**config.mk**
```make
export PLATFORM = sky130hd
export DESIGN_NAME = ring_ctrl_4t
export DESIGN_NICKNAME = d
export VERILOG_FILES = /design/src/rtl/ring_ctrl_4t.sv
export SDC_FILE = /design/constraint.sdc
export NUM_CORES = 1
export LEC_CHECK = 0
export ABC_AREA = 1
export BUFFER_PORTS_ARGS = -buffer_cell sky130_fd_sc_hd__clkbuf_2
export CAP_MARGIN = 20
export CORE_MARGIN = 5
export CORE_UTILIZATION = 55
export CTS_CLUSTER_DIAMETER = 150
export DETAILED_ROUTE_END_ITERATION = 10
export PLACE_DENSITY = 0.76
export SLEW_MARGIN = 20
export SYNTH_ARGS = -nofsm -noshare
export SYNTH_HDL_FRONTEND = slang
export SYNTH_SLANG_ARGS = --single-unit
```
**constraint.sdc**
```tcl
create_clock -name QClk -period 8.1 [get_ports QClk]
set_input_delay 1.62 -clock QClk [delete_from_list [all_inputs] [get_ports QClk]]
set_output_delay 1.62 -clock QClk [all_outputs]
set_load 0.02 [all_outputs]
```
**src/rtl/ring_ctrl_4t.sv**
```systemverilog
// ring_ctrl_4t: LOTR ring stop between one gpc_4t tile and the ring
// Ports:
//   QClk, RstQnnnH             clock, synchronous active-high reset
//   CoreID                     this tile's ID (Address[31:24], Requestor[9:2])
//   RingIn*Q500H / RingOut*Q502H  ring slot in / out
//   C2F_Req*Q500H              core requests to inject onto the ring
//   C2F_Rsp*Q502H, C2F_RspStall   read responses to the core, core backpressure
//   F2C_Req*Q502H              remote accesses into this tile's memory
//   F2C_Rsp*Q500H              tile read data to return onto the ring
// Optional: define LOTR_RC_STATS_EN to add StatFwdCnt/StatConsumeCnt/StatInjectCnt.
package ring_ctrl_4t_pkg;
    typedef enum logic [1:0] {NOP = 2'd0, RD = 2'd1, WR = 2'd2, RD_RSP = 2'd3} t_opcode;
endpackage

module ring_ctrl_4t
    import ring_ctrl_4t_pkg::*;
#(
    parameter int C2F_FIFO_DEPTH = 4,
    parameter int F2C_FIFO_DEPTH = 4
) (
    input  logic        QClk,
    input  logic        RstQnnnH,
    input  logic [7:0]  CoreID,
    input  logic        RingInValidQ500H,
    input  t_opcode     RingInOpcodeQ500H,
    input  logic [31:0] RingInAddressQ500H,
    input  logic [31:0] RingInDataQ500H,
    input  logic [9:0]  RingInRequestorQ500H,
    output logic        RingOutValidQ502H,
    output t_opcode     RingOutOpcodeQ502H,
    output logic [31:0] RingOutAddressQ502H,
    output logic [31:0] RingOutDataQ502H,
    output logic [9:0]  RingOutRequestorQ502H,
    input  logic        C2F_ReqValidQ500H,
    input  t_opcode     C2F_ReqOpcodeQ500H,
    input  logic [1:0]  C2F_ReqThreadIDQ500H,
    input  logic [31:0] C2F_ReqAddressQ500H,
    input  logic [31:0] C2F_ReqDataQ500H,
    output logic        C2F_RspValidQ502H,
    output t_opcode     C2F_RspOpcodeQ502H,
    output logic [1:0]  C2F_RspThreadIDQ502H,
    output logic [31:0] C2F_RspDataQ502H,
    output logic        C2F_RspStall,
    output logic        F2C_ReqValidQ502H,
    output t_opcode     F2C_ReqOpcodeQ502H,
    output logic [31:0] F2C_ReqAddressQ502H,
    output logic [31:0] F2C_ReqDataQ502H,
    input  logic        F2C_RspValidQ500H,
    input  t_opcode     F2C_RspOpcodeQ500H,
    input  logic [31:0] F2C_RspAddressQ500H,
`ifdef LOTR_RC_STATS_EN
    output logic [31:0] StatFwdCnt,
    output logic [31:0] StatConsumeCnt,
    output logic [31:0] StatInjectCnt,
`endif
    input  logic [31:0] F2C_RspDataQ500H
);
    localparam int CAW = $clog2(C2F_FIFO_DEPTH);
    localparam int FAW = $clog2(F2C_FIFO_DEPTH);
    localparam logic [CAW:0] C2F_FULL = (CAW+1)'(C2F_FIFO_DEPTH);
    localparam logic [CAW:0] C2F_STALL_AT = (CAW+1)'(C2F_FIFO_DEPTH - 2);
    localparam logic [FAW:0] F2C_FULL = (FAW+1)'(F2C_FIFO_DEPTH);

    typedef struct packed {
        t_opcode     opcode;
        logic [31:0] address;
        logic [31:0] data;
        logic [9:0]  requestor;
    } t_slot;

    logic           ringValidQ501, c2fValidQ501;
    t_slot          ringQ501, c2fQ501, ringSel;
    t_slot          c2fMem [C2F_FIFO_DEPTH];
    logic [CAW-1:0] c2fWrPtr, c2fRdPtr;
    logic [CAW:0]   c2fCount;
    logic [63:0]    rspMem [F2C_FIFO_DEPTH];
    logic [FAW-1:0] rspWrPtr, rspRdPtr;
    logic [FAW:0]   rspCount;
    logic [9:0]     tagMem [F2C_FIFO_DEPTH];
    logic [FAW-1:0] tagWrPtr, tagRdPtr;
    logic [FAW:0]   tagCount;
    logic           consumeReq, consumeRsp, forward, injectRsp, injectC2f, ringOutValid;
    logic           c2fPush, rspPush, tagPush;
    logic           unusedOk;

    // Response opcode is implied (always RD_RSP on the ring).
    assign unusedOk = ^F2C_RspOpcodeQ500H;

    always_comb begin
        // A local RD with no tag space left is not consumed; it keeps circling.
        consumeReq = ringValidQ501 && (ringQ501.opcode == RD || ringQ501.opcode == WR)
                     && ringQ501.address[31:24] == CoreID
                     && !(ringQ501.opcode == RD && tagCount == F2C_FULL);
        consumeRsp = ringValidQ501 && ringQ501.opcode == RD_RSP && ringQ501.requestor[9:2] == CoreID;
        forward = ringValidQ501 && !consumeReq && !consumeRsp;
        injectRsp = !forward && rspCount != '0 && tagCount != '0;
        injectC2f = !forward && !injectRsp && c2fCount != '0;
        ringOutValid = forward || injectRsp || injectC2f;
        c2fPush = c2fValidQ501 && (c2fCount != C2F_FULL || injectC2f);
        rspPush = F2C_RspValidQ500H && (rspCount != F2C_FULL || injectRsp);
        tagPush = consumeReq && ringQ501.opcode == RD;
        ringSel = forward ? ringQ501 :
                  injectRsp ? t_slot'{RD_RSP, rspMem[rspRdPtr][63:32], rspMem[rspRdPtr][31:0], tagMem[tagRdPtr]} :
                  injectC2f ? c2fMem[c2fRdPtr] : '0;
    end

    always_ff @(posedge QClk) begin
        if (c2fPush) c2fMem[c2fWrPtr] <= c2fQ501;
        if (rspPush) rspMem[rspWrPtr] <= {F2C_RspAddressQ500H, F2C_RspDataQ500H};
        if (tagPush) tagMem[tagWrPtr] <= ringQ501.requestor;
    end

    always_ff @(posedge QClk) begin
        if (RstQnnnH) begin
            ringValidQ501 <= 1'b0;
            ringQ501 <= '0;
            c2fValidQ501 <= 1'b0;
            c2fQ501 <= '0;
            c2fWrPtr <= '0;
            c2fRdPtr <= '0;
            c2fCount <= '0;
            rspWrPtr <= '0;
            rspRdPtr <= '0;
            rspCount <= '0;
            tagWrPtr <= '0;
            tagRdPtr <= '0;
            tagCount <= '0;
            RingOutValidQ502H <= 1'b0;
            RingOutOpcodeQ502H <= NOP;
            RingOutAddressQ502H <= '0;
            RingOutDataQ502H <= '0;
            RingOutRequestorQ502H <= '0;
            C2F_RspValidQ502H <= 1'b0;
            C2F_RspOpcodeQ502H <= NOP;
            C2F_RspThreadIDQ502H <= '0;
            C2F_RspDataQ502H <= '0;
            C2F_RspStall <= 1'b0;
            F2C_ReqValidQ502H <= 1'b0;
            F2C_ReqOpcodeQ502H <= NOP;
            F2C_ReqAddressQ502H <= '0;
            F2C_ReqDataQ502H <= '0;
        end else begin
            ringValidQ501 <= RingInValidQ500H;
            ringQ501 <= t_slot'{RingInOpcodeQ500H, RingInAddressQ500H, RingInDataQ500H, RingInRequestorQ500H};
            c2fValidQ501 <= C2F_ReqValidQ500H;
            c2fQ501 <= t_slot'{C2F_ReqOpcodeQ500H, C2F_ReqAddressQ500H, C2F_ReqDataQ500H, {CoreID, C2F_ReqThreadIDQ500H}};
            c2fWrPtr <= c2fWrPtr + CAW'(c2fPush);
            c2fRdPtr <= c2fRdPtr + CAW'(injectC2f);
            c2fCount <= c2fCount + (CAW+1)'(c2fPush) - (CAW+1)'(injectC2f);
            rspWrPtr <= rspWrPtr + FAW'(rspPush);
            rspRdPtr <= rspRdPtr + FAW'(injectRsp);
            rspCount <= rspCount + (FAW+1)'(rspPush) - (FAW+1)'(injectRsp);
            tagWrPtr <= tagWrPtr + FAW'(tagPush);
            tagRdPtr <= tagRdPtr + FAW'(injectRsp);
            tagCount <= tagCount + (FAW+1)'(tagPush) - (FAW+1)'(injectRsp);
            RingOutValidQ502H <= ringOutValid;
            RingOutOpcodeQ502H <= ringSel.opcode;
            RingOutAddressQ502H <= ringSel.address;
            RingOutDataQ502H <= ringSel.data;
            RingOutRequestorQ502H <= ringSel.requestor;
            C2F_RspValidQ502H <= consumeRsp;
            C2F_RspOpcodeQ502H <= consumeRsp ? RD_RSP : NOP;
            C2F_RspThreadIDQ502H <= consumeRsp ? ringQ501.requestor[1:0] : 2'd0;
            C2F_RspDataQ502H <= consumeRsp ? ringQ501.data : 32'd0;
            // Threshold leaves room for the request already at Q500 plus one more.
            C2F_RspStall <= c2fCount >= C2F_STALL_AT;
            F2C_ReqValidQ502H <= consumeReq;
            F2C_ReqOpcodeQ502H <= consumeReq ? ringQ501.opcode : NOP;
            F2C_ReqAddressQ502H <= consumeReq ? ringQ501.address : 32'd0;
            F2C_ReqDataQ502H <= consumeReq ? ringQ501.data : 32'd0;
        end
    end

`ifdef LOTR_RC_STATS_EN
    always_ff @(posedge QClk) begin
        if (RstQnnnH) begin
            StatFwdCnt <= '0;
            StatConsumeCnt <= '0;
            StatInjectCnt <= '0;
        end else begin
            if (forward && StatFwdCnt != '1) StatFwdCnt <= StatFwdCnt + 32'd1;
            if ((consumeReq || consumeRsp) && StatConsumeCnt != '1) StatConsumeCnt <= StatConsumeCnt + 32'd1;
            if ((injectRsp || injectC2f) && StatInjectCnt != '1) StatInjectCnt <= StatInjectCnt + 32'd1;
        end
    end
`endif
endmodule

```
==> results.sh, run 1 <==
export IMPL_die_y_um=261
export IMPL_max_cap_violations=0
export IMPL_period_needed_ps=4790
export IMPL_grt_pass1_wl_um=133000
export IMPL_fmax_mhz=209
export IMPL_arrival_ps=5030
export IMPL_ant_nets=0
export IMPL_ir_drop_v=0.000247
export IMPL_rows=92
export IMPL_drtIter0Drc=2612
export IMPL_cts_sinks=955
export IMPL_hp_class="register to register"
export IMPL_io_pins=405
export IMPL_critPathMaxStageDelay_ps=740
export IMPL_ctsRootBufferMaster="clkbuf_16"
export IMPL_drv_slew=0
export IMPL_min_period_over_period=0.591
export IMPL_tightestPinTransition_ps=1060
export IMPL_yosysWarnings=0
export IMPL_htreeDepth=3
export IMPL_hold_viol=0
export IMPL_cts_setup_buffers=0
export IMPL_rsz0062_at_grt="no"
export IMPL_crit_family="simple AND/OR/NAND/NOR gates"
export IMPL_cts_clk_slew_worst_paths_ps=60
export IMPL_drc=0
export IMPL_cp_max_fo=79
export IMPL_slowest_stage="buf_4"
export IMPL_port_buffers=402
export IMPL_overflow=0
export IMPL_antenna_found_initial=17
export IMPL_crit_type="input pin to register"
export IMPL_yosysSeqAreaShare=0.726
export IMPL_post_cts_resized=0
export IMPL_holdBufCountCts=0
export IMPL_skew_ps=25.8
export IMPL_p_per_area_nw_per_um2=324
export IMPL_area_growth_pct=17.1
export IMPL_synth_nets=3276
export IMPL_cts_buffer_depth=3
export IMPL_die_area_um2=68100
export IMPL_async_reset_ff_frac=0
export IMPL_synth_seq_cells=955
export IMPL_path_cells="clkbuf_2 > inv_1 > nand2_1 > nand2_1 > nor3_1 > nand2_1 > nand3_4 > nand2_1 > nand2_1 > nand2_2 > nor2_4 > buf_4"
export IMPL_drt_total_wl_um=89600
export IMPL_drt_wirelength_per_cell_um=20.8
export IMPL_hpwl_um=56400
export IMPL_ys_types=32
export IMPL_slew_headroom=0.295
export IMPL_crit_required_ps=8350
export IMPL_chipWidth_um=261
export IMPL_cts_tree="done"
export IMPL_p_leak_nw=16.3
export IMPL_vias_per_cell=5.43
export IMPL_synth_avg_cell_area_um2=11.4
export IMPL_place_congestion=0.886
export IMPL_layout_drive_gt1_share=0.178
export IMPL_grtUsageTotal=0.255
export IMPL_layout_commonest_cell="nor2_1"
export IMPL_crit_path_end_kind="register"
export IMPL_clk_latency_ps=640
export IMPL_start_kind="input pin"
export IMPL_synthCells=3036
export IMPL_coreArea_um2=62700
export IMPL_vias=23400
export IMPL_ys_flop_type="edfxtp_1"
export IMPL_total_power_w=0.0132
export IMPL_fin_nets=3616
export IMPL_grt_pass1_vias=22100
export IMPL_status="complete, no violations"
export IMPL_cts_buffers_inserted=94
export IMPL_drt_pass1_iterations=6
export IMPL_setup_violations=0
export IMPL_critical_path_buf_inv_count=3
export IMPL_final_cell_mix="667 x nor2_1, 600 x edfxtp_1, 404 x clkbuf_2, 351 x dfxtp_1, 341 x inv_1"
export IMPL_start_util=0.552
export IMPL_synth_edff_count=600
export IMPL_setup_tns_ps=0
export IMPL_timing_critical_path_mode_cell="nand2_1"
export IMPL_syn_area_um2=34600
export IMPL_grt_start_max_net_pins=101
## kinds of logic (layout without fill, tap and decap cells)
group           Yosys count  in the layout  synth area share
simple gates            976            976             0.112
flops                   955            955             0.726
buf+inv                 539            960            0.0630
compound gates          536            536            0.0885
fa+ha+maj                17             17           0.00680
xor+xnor                 13             13           0.00329
other cells               0             13                 0
## metrics by stage
step	setup slack [ps]	hold slack (ps)	cell area [µm²]	utilization	std cells
global route	3130	436	40500	0.646	4312
finish	3310	419	40500	0.646	4316
global placement	2810	411	37100	0.592	4125
CTS	3340	422	40500	0.645	4302
detailed placement	2730	414	37100	0.592	4125
floorplan	1800	405	34600	-	3036
## registers in the layout (all words and copies together) (netlist names), 3 cells and up
name / flops
C2F_RspDataQ502H: 32
F2C_ReqAddressQ502H: 32
F2C_ReqDataQ502H: 32
RingOutAddressQ502H: 32
RingOutDataQ502H: 32
RingOutRequestorQ502H: 10
c2fCount: 3
c2fMem: 304
c2fQ501: 76
ringQ501: 76
rspCount: 3
rspMem: 256
tagCount: 3
tagMem: 40
## synth_stat cells, types with 2 or more instances
cell type	number	area (µm²)
a21oi_1	80	400
buf_1	3	11.3
buf_2	42	210
buf_4	8	60.1
buf_6	8	90.1
clkbuf_1	120	450
clkbuf_2	4	20.0
clkinv_1	2	7.51
dfxtp_1	355	7110
edfxtp_1	600	18000
fa_1	3	60.1
ha_1	14	175
inv_1	346	1300
inv_2	5	18.8
nand2_1	208	781
nand3_1	6	30.0
nand3_2	2	20.0
nand4_1	78	488
nor2_1	675	2530
nor2_2	2	12.5
nor3_1	2	10.0
o21ai_0	303	1520
o22ai_1	77	482
o32ai_1	74	648
xnor2_1	12	105
## report_power, final
group / total, W / leakage [nW] / internal, W / switching, W
sequential: 0.00583 / 8.44 / 0.00559 / 0.000242
combinational: 0.00272 / 6.22 / 0.000761 / 0.00196
clock: 0.00460 / 1.66 / 0.00280 / 0.00180
total: 0.0132 / 16.3 / 0.00915 / 0.00400
## final cells by class
class                           count  area, µm²
Timing Repair Buffer              430       2250
Tap cell                          846       1060
Sequential cell                   955      25100
Multi-Input combinational cell   1542       7380
Clock inverter                     52        606
Antenna cell                       13       32.5
Clock buffer                      125       2750
Fill cell                        4588      22200
Inverter                          353       1330
## path summary, 6_finish.rpt
check                           endpoint  cells after the start  slack [ps]          from
hold reg to reg   F2C_ReqAddressQ502H[7]                      2         420  ringQ501[49]
setup reg to reg           c2fMem[0][20]                     14        3800  ringQ501[75]
setup / recovery           c2fMem[0][20]                     12        3310     CoreID[4]
hold / removal    F2C_ReqAddressQ502H[7]                      2         420  ringQ501[49]
## per-layer routing
layer	global-route usage	wire length [µm]	share of wire	vias to the layer above
li1	-	-	-	10900
met1	0.363	36400	0.41	11200
met2	0.395	41900	0.47	1110
met3	0.0544	8380	0.094	167
met4	0.0866	2830	0.032	12
met5	0	79	0.00088	-
## tightest hold or removal path, delay by kind of cell, from the launching register on
kind          cells  cell delay [ps]
buf+inv           1               50
simple gates      1               30
flops             1              310
Note: power is estimated with default switching activity, not from simulation.
==> run 2: changes to the inputs <==
Clock period 8.1 ns to 4.91 ns, I/O delays scaled along.
==> results.sh, run 2 (synthesis results as in run 1) <==
export IMPL_status="complete, no violations"
export IMPL_cts_buffers_inserted=91
export IMPL_hp_class="register to register"
export IMPL_clk_latency_ps=640
export IMPL_top_regs="c2fMem: 304 flops, rspMem: 256 flops"
export IMPL_layout_commonest_cell="nor2_1"
export IMPL_start_util=0.552
export IMPL_p_sw_frac=0.312
export IMPL_seqPwrFrac=0.455
export IMPL_min_period_over_period=0.695
export IMPL_drv_slew=0
export IMPL_port_buffers=402
export IMPL_slew_headroom=0.253
export IMPL_crit_type="register to register"
export IMPL_crit_path_end_kind="register"
export IMPL_antenna_found_initial=12
export IMPL_cts_setup_buffers=0
export IMPL_layout_drive_gt1_share=0.178
export IMPL_pwr_share_comb=0.214
export IMPL_drtIter0Drc=2567
export IMPL_multi_input_area_um2=7380
export IMPL_place_congestion=0.895
export IMPL_die_area_um2=68100
export IMPL_hold_viol=0
export IMPL_tightestPinTransition_ps=1120
export IMPL_grt_start_max_net_pins=147
export IMPL_dp_cells=4134
export IMPL_holdBufCountCts=0
export IMPL_drc=0
export IMPL_arrival_ps=3980
export IMPL_drt_total_wl_um=89500
export IMPL_internal_power_w=0.0145
export IMPL_fin_util=0.643
export IMPL_p_leak_nw=16.2
export IMPL_fin_nets=3622
export IMPL_cts_buffer_depth=3
export IMPL_max_cap_violations=0
export IMPL_drt_wirelength_per_cell_um=20.7
export IMPL_drt_pass1_iterations=6
export IMPL_setup_tns_ps=0
export IMPL_ctsRootBufferMaster="clkbuf_16"
export IMPL_htreeDepth=3
export IMPL_setup_violations=0
export IMPL_total_power_w=0.0211
export IMPL_vias=23400
export IMPL_crit_required_ps=5480
export IMPL_overflow=0
export IMPL_switchingPower_w=0.00660
export IMPL_regMostFlops="c2fMem"
export IMPL_final_area_um2=40400
export IMPL_chipWidth_um=261
export IMPL_grtUsageTotal=0.257
export IMPL_fmax_mhz=293
export IMPL_coreArea_um2=62700
export IMPL_p_per_area_nw_per_um2=523
export IMPL_cp_max_fo=17
export IMPL_vias_per_cell=5.43
export IMPL_placed_cell_area_um2=37300
export IMPL_rsz0062_at_grt="no"
export IMPL_grt_pass1_wl_um=133000
export IMPL_stdcell_count=4318
export IMPL_regArea_um2=25100
export IMPL_io_pins=405
export IMPL_cts_clk_slew_worst_paths_ps=60
export IMPL_rows=92
export IMPL_final_cell_mix="667 x nor2_1, 600 x edfxtp_1, 401 x clkbuf_2, 351 x dfxtp_1, 341 x inv_1"
export IMPL_post_cts_resized=0
export IMPL_area_growth_pct=16.6
export IMPL_hpwl_um=57600
export IMPL_skew_ps=22.0
export IMPL_start_kind="register"
export IMPL_ir_drop_v=0.000351
export IMPL_nFillCells=4660
export IMPL_ant_nets=0
export IMPL_grt_pass1_vias=22300
export IMPL_cts_tree="done"
export IMPL_die_y_um=261
export IMPL_pwr_share_clk=0.331
export IMPL_period_needed_ps=3410
export IMPL_cts_sinks=955
export IMPL_largest_reg_flops=304
## run 2: final cells by class
cell class / instances / area share
multi-input combinational: 1542 / 0.183
antenna: 11 / 0.000682
timing repair buffer: 439 / 0.0594
clock buffer: 133 / 0.0677
clock inverter: 39 / 0.00750
tap: 846 / 0.0262
sequential: 955 / 0.623
inverter: 353 / 0.0329
## run 2: path summary, 6_finish.rpt
path | startpoint | endpoint | slack (ps) | cells after the start
min | ringQ501[55] | F2C_ReqAddressQ502H[13] | 410 | 2
min reg2reg | ringQ501[55] | F2C_ReqAddressQ502H[13] | 410 | 2
max reg2reg | ringQ501[75] | rspCount[2] | 1500 | 19
max | ringQ501[75] | rspCount[2] | 1500 | 19
## run 2: worst max-delay path: stages (launching register included)
cell and delay [ps]:
dfxtp_1 330, inv_1 90, ha_1 270, inv_1 50, nand2_1 50, nor2_1 100, nand2_1 50, nor2_1 130
nand3_1 160, nand3_4 240, nand2_1 150, nand2_1 100, nand2_1 290, ha_1 430, inv_1 50, ha_1 190
fa_1 380, inv_1 80, o21ai_0 80, a21oi_1 140
## run 2: stage by stage
step	setup slack [ps]	hold slack [ps]
after floorplan	-755	405
after global placement	1190	411
after detailed placement	1130	412
after CTS	1490	410
after global routing	1260	446
final	1500	410
## run 2: metal layers
layer | GRT usage | part of all wire | wire length [µm] | vias to the layer above
met1 | 0.372 | 0.40 | 36200 | 11200
met5 | 0 | 0.00030 | 27 | -
met2 | 0.395 | 0.47 | 41900 | 1128
met3 | 0.0432 | 0.092 | 8250 | 161
met4 | 0.0973 | 0.035 | 3100 | 4
li1 | - | - | - | 11000
## run 2: power by group through the flow
| stage | sequential, W | clock [W] | combinational, W |
|---|---|---|---|
| 3_5_place_dp | 0.00978 | 0 | 0.00444 |
| 3_3_place_gp | 0.00975 | 0 | 0.00436 |
| 6_report | 0.00962 | 0.00699 | 0.00451 |
| 2_1_floorplan | 0.00982 | 0 | 0.00275 |
| 4_1_cts | 0.00961 | 0.00706 | 0.00447 |
| 5_1_grt | 0.00967 | 0.00739 | 0.00490 |
